--- src/rtl/dmem_pkg.sv ---
// ============================================================================
// Module      : dmem_pkg
// Description : Shared Funct3 codes, FSM states and access-size helpers for
//               the data-memory access controller.
// Revision    : 1.0 - initial release
// ============================================================================
`default_nettype none

package dmem_pkg;

    localparam logic [2:0] F3_B  = 3'b000;
    localparam logic [2:0] F3_H  = 3'b001;
    localparam logic [2:0] F3_W  = 3'b010;
    localparam logic [2:0] F3_BU = 3'b100;
    localparam logic [2:0] F3_HU = 3'b101;

    typedef enum logic [2:0] {
        IDLE = 3'd0,
        ACC1 = 3'd1,
        ACC2 = 3'd2,
        RDW  = 3'd3,
        RESP = 3'd4
    } dmem_state_t;

    function automatic logic [2:0] size_bytes(input logic [2:0] funct3);
        case (funct3)
            F3_B, F3_BU: return 3'd1;
            F3_H, F3_HU: return 3'd2;
            default:     return 3'd4;
        endcase
    endfunction

    // Unsigned variants only make sense for loads.
    function automatic logic is_legal(input logic [2:0] funct3, input logic is_store);
        case (funct3)
            F3_B, F3_H, F3_W: return 1'b1;
            F3_BU, F3_HU:     return !is_store;
            default:          return 1'b0;
        endcase
    endfunction

endpackage

`default_nettype wire

--- src/rtl/dmem_lane_align.sv ---
// ============================================================================
// Module      : dmem_lane_align
// Description : Byte-lane steering: store-side enables/data for both words of
//               a (possibly split) access, load-side merge and extension.
// Revision    : 1.0 - initial release
// ============================================================================
`default_nettype none

module dmem_lane_align
    import dmem_pkg::*;
#(
    parameter int DATA_W = 32
) (
    input  logic [1:0]        offset,
    input  logic [2:0]        funct3,
    input  logic [DATA_W-1:0] wd,
    input  logic [DATA_W-1:0] word_lo,
    input  logic [DATA_W-1:0] word_hi,
    output logic              split,
    output logic [3:0]        be_first,
    output logic [3:0]        be_second,
    output logic [DATA_W-1:0] wd_first,
    output logic [DATA_W-1:0] wd_second,
    output logic [DATA_W-1:0] load_data
);

    localparam logic [5:0] c_data_bits = 6'(DATA_W);

    logic [3:0]          w_mask;
    logic [7:0]          w_lanes;
    logic [4:0]          w_shift;
    logic [5:0]          w_hi_shift;
    logic [2*DATA_W-1:0] w_wd_wide;
    logic [DATA_W-1:0]   w_rd_word;

    always_comb begin
        w_mask = 4'b1111;
        case (size_bytes(funct3))
            3'd1:    w_mask = 4'b0001;
            3'd2:    w_mask = 4'b0011;
            default: w_mask = 4'b1111;
        endcase
    end

    // Lanes 4..7 belong to the next word.
    assign w_lanes   = {4'b0000, w_mask} << offset;
    assign split     = |w_lanes[7:4];
    assign be_first  = w_lanes[3:0];
    assign be_second = w_lanes[7:4];

    assign w_shift   = {offset, 3'b000};
    assign w_wd_wide = {{DATA_W{1'b0}}, wd} << w_shift;
    assign wd_first  = w_wd_wide[DATA_W-1:0];
    assign wd_second = w_wd_wide[2*DATA_W-1:DATA_W];

    // A shift by the full width yields zero, so aligned accesses ignore word_hi.
    assign w_hi_shift = c_data_bits - {1'b0, w_shift};
    assign w_rd_word  = (word_lo >> w_shift) | (word_hi << w_hi_shift);

    always_comb begin
        load_data = '0;
        case (funct3)
            F3_B:    load_data = {{(DATA_W-8){w_rd_word[7]}}, w_rd_word[7:0]};
            F3_H:    load_data = {{(DATA_W-16){w_rd_word[15]}}, w_rd_word[15:0]};
            F3_W:    load_data = w_rd_word;
            F3_BU:   load_data = {{(DATA_W-8){1'b0}}, w_rd_word[7:0]};
            F3_HU:   load_data = {{(DATA_W-16){1'b0}}, w_rd_word[15:0]};
            default: load_data = '0;
        endcase
    end

endmodule

`default_nettype wire

--- src/rtl/dmem_access_ctrl.sv ---
// ============================================================================
// Module      : dmem_access_ctrl
// Description : Sequences MEM-stage loads/stores onto a single-port 32-bit
//               data array, splitting word-crossing accesses into two words.
// Revision    : 1.0 - initial release
// ============================================================================
`default_nettype none

module dmem_access_ctrl
    import dmem_pkg::*;
#(
    parameter int DM_ADDRESS = 9,
    parameter int DATA_W     = 32
) (
    input  logic                  clk,
    input  logic                  rst_n,
    input  logic                  req_valid,
    input  logic                  MemRead,
    input  logic                  MemWrite,
    input  logic [2:0]            Funct3,
    input  logic [DM_ADDRESS-1:0] a,
    input  logic [DATA_W-1:0]     wd,
    output logic                  stall,
    output logic                  resp_valid,
    output logic                  resp_err,
    output logic [DATA_W-1:0]     rd,
    output logic [DM_ADDRESS-1:0] mem_addr,
    output logic                  mem_re,
    output logic                  mem_we,
    output logic [3:0]            mem_be,
    output logic [DATA_W-1:0]     mem_wd,
    input  logic [DATA_W-1:0]     mem_rd
);

    dmem_state_t           r_state;
    logic [DM_ADDRESS-1:0] r_addr;
    logic [DATA_W-1:0]     r_wd;
    logic [DATA_W-1:0]     r_word0;
    logic [2:0]            r_f3;
    logic                  r_store;

    logic                  w_req;
    logic                  w_idle;
    logic                  w_store;
    logic                  w_split;
    logic [1:0]            w_off;
    logic [2:0]            w_f3;
    logic [DATA_W-1:0]     w_wd;
    logic [DATA_W-1:0]     w_lo;
    logic [DATA_W-1:0]     w_wd_first;
    logic [DATA_W-1:0]     w_wd_second;
    logic [DATA_W-1:0]     w_load;
    logic [3:0]            w_be_first;
    logic [3:0]            w_be_second;
    logic [DM_ADDRESS-3:0] w_word_next;

    assign w_req   = req_valid && (MemRead || MemWrite);
    assign w_store = !MemRead;
    assign w_idle  = (r_state == IDLE);
    assign stall   = w_req && (r_state != RESP);

    // In IDLE the aligner sees the live request so ACC1 outputs can be registered at accept.
    assign w_off = w_idle ? a[1:0] : r_addr[1:0];
    assign w_f3  = w_idle ? Funct3 : r_f3;
    assign w_wd  = w_idle ? wd     : r_wd;
    assign w_lo  = w_split ? r_word0 : mem_rd;

    assign w_word_next = r_addr[DM_ADDRESS-1:2] + (DM_ADDRESS-2)'(1);

    dmem_lane_align #(
        .DATA_W (DATA_W)
    ) u_lane_align (
        .offset    (w_off),
        .funct3    (w_f3),
        .wd        (w_wd),
        .word_lo   (w_lo),
        .word_hi   (mem_rd),
        .split     (w_split),
        .be_first  (w_be_first),
        .be_second (w_be_second),
        .wd_first  (w_wd_first),
        .wd_second (w_wd_second),
        .load_data (w_load)
    );

    always_ff @(posedge clk or negedge rst_n) begin
        if (!rst_n) begin
            r_state    <= IDLE;
            r_addr     <= '0;
            r_wd       <= '0;
            r_word0    <= '0;
            r_f3       <= '0;
            r_store    <= 1'b0;
            resp_valid <= 1'b0;
            resp_err   <= 1'b0;
            rd         <= '0;
            mem_addr   <= '0;
            mem_re     <= 1'b0;
            mem_we     <= 1'b0;
            mem_be     <= '0;
            mem_wd     <= '0;
        end else begin
            resp_valid <= 1'b0;
            resp_err   <= 1'b0;
            mem_re     <= 1'b0;
            mem_we     <= 1'b0;
            mem_be     <= '0;
            case (r_state)
                IDLE: begin
                    if (w_req) begin
                        r_addr  <= a;
                        r_wd    <= wd;
                        r_f3    <= Funct3;
                        r_store <= w_store;
                        if (!is_legal(Funct3, w_store)) begin
                            r_state    <= RESP;
                            resp_valid <= 1'b1;
                            resp_err   <= 1'b1;
                            rd         <= '0;
                        end else begin
                            r_state  <= ACC1;
                            mem_addr <= {a[DM_ADDRESS-1:2], 2'b00};
                            if (w_store) begin
                                mem_we <= 1'b1;
                                mem_be <= w_be_first;
                                mem_wd <= w_wd_first;
                            end else begin
                                mem_re <= 1'b1;
                            end
                        end
                    end
                end
                ACC1: begin
                    if (w_split) begin
                        r_state  <= ACC2;
                        mem_addr <= {w_word_next, 2'b00};
                        if (r_store) begin
                            mem_we <= 1'b1;
                            mem_be <= w_be_second;
                            mem_wd <= w_wd_second;
                        end else begin
                            mem_re <= 1'b1;
                        end
                    end else if (r_store) begin
                        r_state    <= RESP;
                        resp_valid <= 1'b1;
                        rd         <= '0;
                    end else begin
                        r_state <= RDW;
                    end
                end
                ACC2: begin
                    if (r_store) begin
                        r_state    <= RESP;
                        resp_valid <= 1'b1;
                        rd         <= '0;
                    end else begin
                        r_word0 <= mem_rd;
                        r_state <= RDW;
                    end
                end
                RDW: begin
                    rd         <= w_load;
                    resp_valid <= 1'b1;
                    r_state    <= RESP;
                end
                RESP: begin
                    r_state <= IDLE;
                end
                default: begin
                    r_state <= IDLE;
                end
            endcase
        end
    end

endmodule

`default_nettype wire

--- config.mk ---
export PLATFORM = sky130hd
export DESIGN_NAME = dmem_access_ctrl
export DESIGN_NICKNAME = d
export VERILOG_FILES = /design/src/rtl/dmem_pkg.sv /design/src/rtl/dmem_lane_align.sv /design/src/rtl/dmem_access_ctrl.sv
export SDC_FILE = /design/constraint.sdc
export NUM_CORES = 1
export LEC_CHECK = 0
export CAP_MARGIN = 15
export CORE_MARGIN = 10
export CORE_UTILIZATION = 41
export DETAILED_ROUTE_END_ITERATION = 10
export PLACE_DENSITY = 0.68
export SKIP_LAST_GASP = 1
export SYNTH_ARGS = -nofsm -noshare
export SYNTH_HDL_FRONTEND = slang
export SYNTH_SLANG_ARGS = --single-unit
--- constraint.sdc ---
create_clock -name clk -period 2.5 [get_ports clk]
set_input_delay 0.5 -clock clk [delete_from_list [all_inputs] [get_ports clk]]
set_output_delay 0.5 -clock clk [all_outputs]
set_load 0.05 [all_outputs]
* Yosys cells after proc, flatten, opt, wreduce, memory -nomap -nowiden *
Index checks and enable logic that the tools add are counted.

storage, ports and cells
  flip-flop bits (word level) = 161
  bits of input ports = 81
  output and inout bits = 82
  word-level logic and storage cells = 115

operators by class
  add/sub/neg operators = 2
  equality and inequality tests = 21
  shifts and indexed selects = 4
  muxes and demuxes = 53
  bitwise operators = 2
  reductions and logical operators = 19

operators with widths
  cell                                                 count
  two-way mux 32 bit                                   11
  one-hot mux 32 bit (5 select lines)                  1
  one-hot mux 32 bit (4 select lines)                  1
  one-hot mux 32 bit (2 select lines)                  1
  left shift 32 x 5 -> 64 bit                          1
  OR 32 bit                                            1
  left shift 32 x 6 -> 32 bit                          1
  right shift 32 x 5 -> 32 bit                         1
  two-way mux 9 bit                                    3
  two-way mux 4 bit                                    5
  one-hot mux 9 bit (2 select lines)                   1
  two-way mux 1 bit                                    16
  one-hot mux 4 bit (2 select lines)                   2
  equality test 3 x 2 -> 1 bit, second input constant  5
  two-way mux 3 bit                                    5
  equality test 3 x 1 -> 1 bit, second input constant  4
  equality test 3 bit, second input constant           4
  != test 2 bit, second input constant                 6
  one-hot mux 3 bit (4 select lines)                   1
  zero test 3 bit                                      3
  AND reduction 4 bit                                  2
  left shift 4 x 2 -> 8 bit                            1
  adder 7 x 1 -> 7 bit, second input constant          1
  one-hot mux 1 bit (2 select lines)                   3
  17 further kinds                                     21

* Logic depth before layout (Yosys ltp) *
Gate-level depths: netlist of run 1.

  depth in word-level cells = 14
  mapped depth = 11
  gate-level depth less buffers = 7

* Hierarchy *
A second synthesis of run 1 with hierarchy kept.

unflattened totals
  cells, all modules = 862
  area total of the unflattened synthesis = 9693.0 µm²

by module, submodules not included
  module            times used  cells each  area an instance (µm²)  seq. area each (µm²)
  dmem_access_ctrl  1           509         7325.8                  3978.8
  dmem_lane_align   1           353         2367.3                  0.0

* Worst setup path before layout of run 1 *
Ideal clock, no wire load.

  path type = reg2reg
  start point = reg r_state[1]
  end point = reg rd[24]
  setup time = 0.070 ns
  arrival time = 2.387 ns
  required time = 2.430 ns
  setup slack = 0.043 ns
  stages on the path, launching flop included = 9
  path buffers = 3
  period minus slack after synthesis = 2.457 ns
  cells stage by stage = dfrtp_1 > or3_1 > clkbuf_1 > mux2_4 > o32a_1 > or4_1 > buf_2 > buf_6 > nand3_1

on the way
  cells in the longest elaborated chain, start to end = 14
  elaborated cells on any way between the ends = 31
  classes of those cells = 1 x add/sub; 12 x eq/ne; 3 x shift; 7 x mux; 1 x bitwise; 7 x reduce/logical

ends and longest elaborated chain
  item                                                                          RTL line                                         RTL
  start: declaration                                                            dmem_access_ctrl.sv:35                           dmem_state_t r_state;
  start signal: assignment                                                      dmem_access_ctrl.sv:88                           r_state <= IDLE;
  start signal: assignment                                                      dmem_access_ctrl.sv:116                          r_state <= RESP;
  start signal: assignment                                                      dmem_access_ctrl.sv:121                          r_state <= ACC1;
  zero test 3 bit                                                               dmem_access_ctrl.sv:59, dmem_access_ctrl.sv:108
  two-way mux 3 bit                                                             dmem_access_ctrl.sv:64                           assign w_f3 = w_idle ? Funct3 : r_f3;
  equality test 3 x 1 -> 1 bit (tied with other cells)                          dmem_pkg.sv:26, dmem_lane_align.sv:62
  OR reduction 2 bit                                                            dmem_pkg.sv:26                                   case (funct3)
  one-hot mux 3 bit (2 select lines)                                            dmem_pkg.sv:26
  equality test 3 x 2 -> 1 bit or equality test 3 x 1 -> 1 bit (tied branches)  dmem_lane_align.sv:38                            case (size_bytes(funct3))
  one-hot mux 4 bit (2 select lines)                                            dmem_lane_align.sv:38
  left shift 4 x 2 -> 8 bit                                                     dmem_lane_align.sv:46                            assign w_lanes = {4'b0000, w_mask} << offset;
  OR reduction 4 bit                                                            dmem_lane_align.sv:47                            assign split = |w_lanes[7:4];
  two-way mux 32 bit                                                            dmem_access_ctrl.sv:66                           assign w_lo = w_split ? r_word0 : mem_rd;
  right shift 32 x 5 -> 32 bit                                                  dmem_lane_align.sv:58                            assign w_rd_word = (word_lo >> w_shift) | (word_hi << w_hi_shift);
  OR 32 bit                                                                     dmem_lane_align.sv:58
  one-hot mux 32 bit (5 select lines)                                           dmem_lane_align.sv:62                            case (funct3)
  one-hot mux 32 bit (4 select lines)                                           dmem_access_ctrl.sv:108                          case (r_state)
  end signal: assignment                                                        dmem_access_ctrl.sv:163                          rd <= w_load;
  end: declaration                                                              dmem_access_ctrl.sv:26                           output logic [DATA_W-1:0] rd,

Parallel ways exist; a longest one is shown, timed or not.
A chain may end at the register's enable or synchronous reset.

* Worst setup path after layout of run 1 *
  start point = reg r_state[1]
  end point = reg mem_wd[23]

on the way
  cells in the longest elaborated chain, start to end = 11
  elaborated cells on any way between the ends = 31
  classes of those cells = 11 x eq/ne; 2 x shift; 11 x mux; 7 x reduce/logical

ends and longest elaborated chain
  item                                                                          RTL line                                         RTL
  zero test 3 bit                                                               dmem_access_ctrl.sv:59, dmem_access_ctrl.sv:108
  two-way mux 3 bit                                                             dmem_access_ctrl.sv:64
  equality test 3 x 1 -> 1 bit (tied with other cells)                          dmem_pkg.sv:26
  OR reduction 2 bit                                                            dmem_pkg.sv:26
  one-hot mux 3 bit (2 select lines)                                            dmem_pkg.sv:26
  equality test 3 x 2 -> 1 bit or equality test 3 x 1 -> 1 bit (tied branches)  dmem_lane_align.sv:38
  one-hot mux 4 bit (2 select lines)                                            dmem_lane_align.sv:38
  left shift 4 x 2 -> 8 bit                                                     dmem_lane_align.sv:46
  OR reduction 4 bit                                                            dmem_lane_align.sv:47
  != test 2 bit (no source line)                                                --
  AND reduction 6 bit (no source line)                                          --
  end signal: assignment                                                        dmem_access_ctrl.sv:126                          mem_wd <= w_wd_first;
  end signal: assignment                                                        dmem_access_ctrl.sv:140                          mem_wd <= w_wd_second;
  end: declaration                                                              dmem_access_ctrl.sv:31                           output logic [DATA_W-1:0] mem_wd,

Parallel ways exist; a longest one is shown, timed or not. The select of a mux whose other input is x is not followed.

==> impl_metrics.csv, run 1 <==
group,metric,value,unit
job,drv_cap,0,
floorplan,coreArea,20900,µm²
clock_tree,cts.sinks,151,
clock_tree,h-tree-depth,4,
global_route,track_usage,0.214,
setup_path,startpoint_type,"register",
sta,fmax,0.414,GHz
floorplan,die_x,165,µm
final_layout,drive_gt1_frac,0.175,
drt,wl_per_cell,19.4,µm
drt,avgViaCountPerCell,5.65,
global_route,grt_pass1_wl,45800,µm
drt,drc,0,
synthesis,synthFlopType,"dfrtp_1",
synthesis,seq_area_frac_synth,0.436,
floorplan,die_y,165,µm
setup_path,critical_path.startpoint,"r_state[1]",
global_route,gr-total-overflow,0,
global_route,grt_start_max_net_pins,54,
setup_path,critPathCaptureType,"register",
final_layout,nFillCells,1945,
clock_tree,clkTransAtPathRegs,70,ps
setup_path,crit_path_max_fanout,18,
final_layout,final_util,0.571,
pwr,irDropWorstVdd,770,µV
synthesis,netlist_instances,1032,
floorplan,num_rows,53,
sta,maxSlewHeadroom,0.638,
final_layout,final_cells,1524,
sta,finalCritPeriodShare,0.965,
placement,dp_hpwl,21700,µm
drt,dr.pass1.iters,6,
setup_path,r2r-start,"r_state[1]",
synthesis,synth_top_area_frac,0.436,
sta,setup_violations,0,
clock_tree,tritoncts.num_buffers,17,
clock_tree,cts.path.max_buffers,2,
synthesis,async_reset_ff_frac,1.00,
synthesis,synth_most_common_cell,"nand2_1",
placement,port_buffers,160,
final_layout,multiInputGateArea,4610,µm²
floorplan,die-area,27300,µm²
sta,slew_violations,0,
synthesis,yosysWarnings,0,
drt,drt_wl_total,29600,µm
clock_tree,root_buffer,"clkbuf_16",
drt,ant_nets,0,
global_route,antenna_found_initial,1,
synthesis,syn_area,8660,µm²
sta,period_needed,2410,ps
floorplan,initial_core_util,0.415,
synthesis,synth_edf_count,0,
synthesis,yosys.area.top_type,"dfrtp_1",
outcome,status,"finished, final reports clean",
placement,dpl.cell_count,1486,
setup_path,arrival,2720,ps
synthesis,avgSynthCellArea,8.40,µm²
global_route,grt_pass1_vias,8283,
synthesis,synth_commonest_cells,"287 x nand2_1, 151 x dfrtp_1, 83 x a21oi_1",
setup_path,critPathKind,"reg2reg",
synthesis,synth.distinct_cells,61,
drt,drt_iter0_drc,737,
pwr,p_total,19.0,mW
clock_tree,cts-hold-fix-buffers,0,
min_path,worstHoldPathType,"in2async",
final_layout,areaGrowthSynthToFinish,37.7,%
final_layout,fin_nets,1317,
final_layout,seq_area,3780,µm²
synthesis,ys_top_cells_by_area,"dfrtp_1 44%, nand2_1 12%, mux2i_1 5.7%",
sta,tns,0,ps
clock_tree,clock_latency,430,ps
placement,place_congestion,0.959,
sta,worst_pin_slew,541,ps
sta,rsz0062_at_grt,"yes",
drt,vias,8609,
synthesis,ys_ff_latch,151,
sta,fin_skew,13.3,ps
floorplan,io_pins,163,
clock_tree,cts_tree,"yes",
sta,finalHoldViolCount,0,
pwr,p_leak,5.36,nW
setup_path,required,2810,ps
pwr,p_per_area,1590,nW/µm²
## state kept, by name (all words and copies together), names as in the netlist, 3 cells and up
name	cells
r_state	3
mem_addr	7
mem_wd	32
rd	32
r_f3	3
r_word0	24
r_addr	9
r_wd	32
mem_be	4
## repair_timing
item,4_1_cts,5_1_grt
buffers inserted,1,3
setup endpoints to repair,21,46
pin swaps,1,4
cloned,0,1
gates resized for setup,4,22
## layer usage
metal / global-route usage / part of all wire
met2: 0.348 / 0.47
met3: 0.0488 / 0.078
met1: 0.273 / 0.42
met4: 0.0758 / 0.030
met5: 0 / 0
## per-stage QoR
step	hold slack, ps	cell area [µm²]	setup slack, ps
after floorplan	204	8670	42.8
after global placement	458	11200	-353
after detailed placement	462	11200	-380
after CTS	39.5	11800	2.78
after global routing	47.6	11900	-19.9
final	27.7	11900	87.0
## final cells by class
| cell class | count | area share |
|---|---|---|
| clock inverters | 14 | 0.0143 |
| repair buffers | 266 | 0.215 |
| clock buffers | 18 | 0.0368 |
| inverters | 7 | 0.00241 |
| multi-input cells | 792 | 0.386 |
| well taps | 275 | 0.0288 |
| diodes | 1 | 0.000210 |
| flip-flops and latches | 151 | 0.317 |
## cells by family (layout without fill, tap and decap cells)
logic type / Yosys count / after routing / share of synthesized area
AO/OA/AOI/OAI: 244 / 244 / 0.181
XOR/XNOR: 5 / 5 / 0.00506
adder cells (fa/ha/maj): 1 / 1 / 0.00144
buffers and inverters: 90 / 305 / 0.0423
flip-flops: 151 / 151 / 0.436
multiplexers: 94 / 94 / 0.116
other: 1 / 3 / 0.000433
AND/OR/NAND/NOR: 446 / 446 / 0.217
## worst paths after layout
path	endpoint	slack (ps)	cells after the start
worst max-delay path	mem_wd[23]	90	11
worst min register to register	r_wd[6]	470	2
min in group clk	r_wd[6]	470	2
worst max register to register	mem_wd[23]	90	11
worst min-delay path	rd[17]	30	1
max in group asynchronous	r_wd[10]	1760	2
## where the power goes
group	internal [mW]	switching, mW	total (mW)
combinational	4.68	7.16	11.8
sequential	3.59	0.847	4.43
clock	1.60	1.08	2.68
total	9.86	9.09	19.0
## layout by cell type, fill, tap and decap left out, drive strengths merged, types with 3 or more instances in the layout
master and n:
nor2 70, o21a 9, mux2i 51, a211o 5, inv 10, nor2b 8
nand2 287, or2 3, a221oi 5, nand4 12, mux2 43, o31ai 10
clkinv 4, a31o 5, a31oi 8, bufinv 3, o221a 7, nand3 33
o22ai 3, a311oi 5, and3 10, nand2b 3, clkdlybuf4s50 158, xnor2 3
clkbuf 18, dfrtp 151, a211oi 22, and2 4, o21ai 58, o2111ai 8
nor3 6, a222oi 7, clkinvlp 4, buf 108, a21oi 83
## critical path, cell delays in order (launching register included)
cell	delay [ps]
dfrtp_2	440
buf_4	180
nor3_4	280
buf_4	160
mux2_4	340
buf_12	170
nand3_2	100
buf_12	130
nor2_1	40
a211oi_1	210
buf_4	180
a21oi_1	60
(Power assumes the default switching activity.)
==> run 2: changes to the inputs <==
CAP_MARGIN = unset   (was 15)
==> results of run 2 <==
The final DEF is identical to that of run 1; final timing and power are the same.
==> run 3: changes to the inputs <==
SETUP_SLACK_MARGIN = 0.4   (was unset)
==> impl_metrics.csv, run 3 (synthesis gave the netlist of run 1 again) <==
group,metric,value,unit
outcome,status,"finished, final reports clean",
sta,maxSlewHeadroom,0.607,
sta,fmax,0.415,GHz
drt,ant_nets,0,
final_layout,areaGrowthSynthToFinish,37.7,%
setup_path,arrival,2770,ps
placement,dpl.cell_count,1460,
drt,dr.pass1.iters,5,
final_layout,fin_nets,1295,
drt,wl_per_cell,18.8,µm
sta,finalCritPeriodShare,0.965,
setup_path,r2r_end,"rd[18]",
setup_path,cp.depth,8,
setup_path,required,2860,ps
final_layout,final_cell_mix,"287 x nand2_1, 151 x dfrtp_1, 83 x clkdlybuf4s50_1",
setup_path,critPathCaptureType,"register",
drt,vias,8378,
final_layout,final_util,0.571,
setup_path,max_stage_delay,580,ps
sta,setup_violations,0,
sta,slew_violations,0,
global_route,antenna_found_initial,0,
placement,dp_hpwl,20600,µm
clock_tree,root_buffer,"clkbuf_16",
global_route,grt_start_max_net_pins,57,
setup_path,critPathTopFamily,"simple AND/OR/NAND/NOR gates",
pwr,p_total,18.6,mW
placement,dpl_worst_slack,-312,ps
final_layout,diodes,0,
min_path,worstHoldPathType,"in2async",
setup_path,startpoint_type,"register",
floorplan,die_y,165,µm
global_route,gr-total-overflow,0,
floorplan,initial_core_util,0.415,
placement,port_buffers,160,
setup_path,critical_path.startpoint,"r_state[2]",
setup_path,r2r-start,"r_state[2]",
clock_tree,clock_latency,420,ps
final_layout,nFillCells,1903,
job,drv_cap,0,
global_route,track_usage,0.204,
pwr,irDropWorstVdd,780,µV
setup_path,crit_buf_inv,2,
global_route,grt_pass1_vias,7958,
clock_tree,clkTransAtPathRegs,60,ps
clock_tree,cts-hold-fix-buffers,0,
pwr,p_leak,5.77,nW
placement,place_congestion,0.888,
setup_path,cp-endpoint,"rd[18]",
setup_path,crit_top_cell,"buf_6",
placement,placed_area,11100,µm²
setup_path,crit_path_max_fanout,8,
drt,drt_wl_total,28200,µm
setup_path,slowest_stage,"or4b_4",
setup_path,r2r.worst_path.cells,8,
pwr,p_per_area,1560,nW/µm²
final_layout,layout_commonest_cell,"nand2_1",
setup_path,critPathKind,"reg2reg",
floorplan,coreArea,20900,µm²
final_layout,stdcell_area,11900,µm²
floorplan,die_x,165,µm
drt,drt_iter0_drc,697,
clock_tree,tritoncts.num_buffers,17,
final_layout,drive_gt1_frac,0.179,
sta,worst_hold_slack,46.0,ps
setup_path,cp_cell_sequence,"buf_6, or4b_4, a21oi_2, a211oi_1, o32a_1, or4_4, buf_6, nand3_1",
setup_path,regToRegSetupSlack,90,ps
final_layout,reg.largest.list,"mem_wd (32), r_wd (32), rd (32)",
sta,finalWorstSetupSlack,88.4,ps
drt,drc,0,
sta,rsz0062_at_grt,"yes",
clock_tree,cts_tree,"yes",
clock_tree,cts.path.max_buffers,2,
drt,avgViaCountPerCell,5.58,
global_route,grt_pass1_wl,44400,µm
sta,finalHoldViolCount,0,
sta,fin_skew,11.1,ps
clock_tree,cts.sinks,151,
sta,tns,0,ps
floorplan,io_pins,163,
clock_tree,h-tree-depth,4,
floorplan,die-area,27300,µm²
sta,period_needed,2410,ps
floorplan,num_rows,53,
sta,worst_pin_slew,591,ps
final_layout,final_cells,1501,
==> run 3: power by group <==
part	switching (mW)	total [mW]	internal [mW]
Clock	1.07	2.75	1.68
Combinational	7.14	11.4	4.26
Sequential	0.853	4.44	3.58
==> run 3: cell type report <==
cell class                      instances  area, µm²  share of cell area
Multi-Input combinational cell        792       4740               0.398
Sequential cell                       151       3780               0.317
Timing Repair Buffer                  244       2410               0.202
Clock buffer                           18        429              0.0360
Tap cell                              275        344              0.0288
Clock inverter                         14        199              0.0167
Inverter                                7       26.3             0.00220
==> run 3: per-layer routing <==
metal,track usage,wire (µm),up-vias
met2,0.297,12300,373
met4,0.0439,274,0
met5,0,0,-
met1,0.304,13200,4003
li1,-,-,3987
met3,0.0444,2340,15
==> run 3: timing repair <==
item | CTS | global route
cloned | 1 | 0
buffers inserted | 5 | 3
setup endpoints to repair | 131 | 96
pin swaps | 15 | 12
gates resized for setup | 91 | 44
==> run 3: how the worst min path moves through the flow <==
stage          startpoint     endpoint
6_report            rst_n  mem_addr[2]
5_1_grt             rst_n    r_addr[6]
4_1_cts             rst_n  mem_addr[2]
3_5_place_dp      r_wd[1]      r_wd[1]
3_3_place_gp      r_wd[1]      r_wd[1]
2_1_floorplan       rst_n  mem_addr[2]
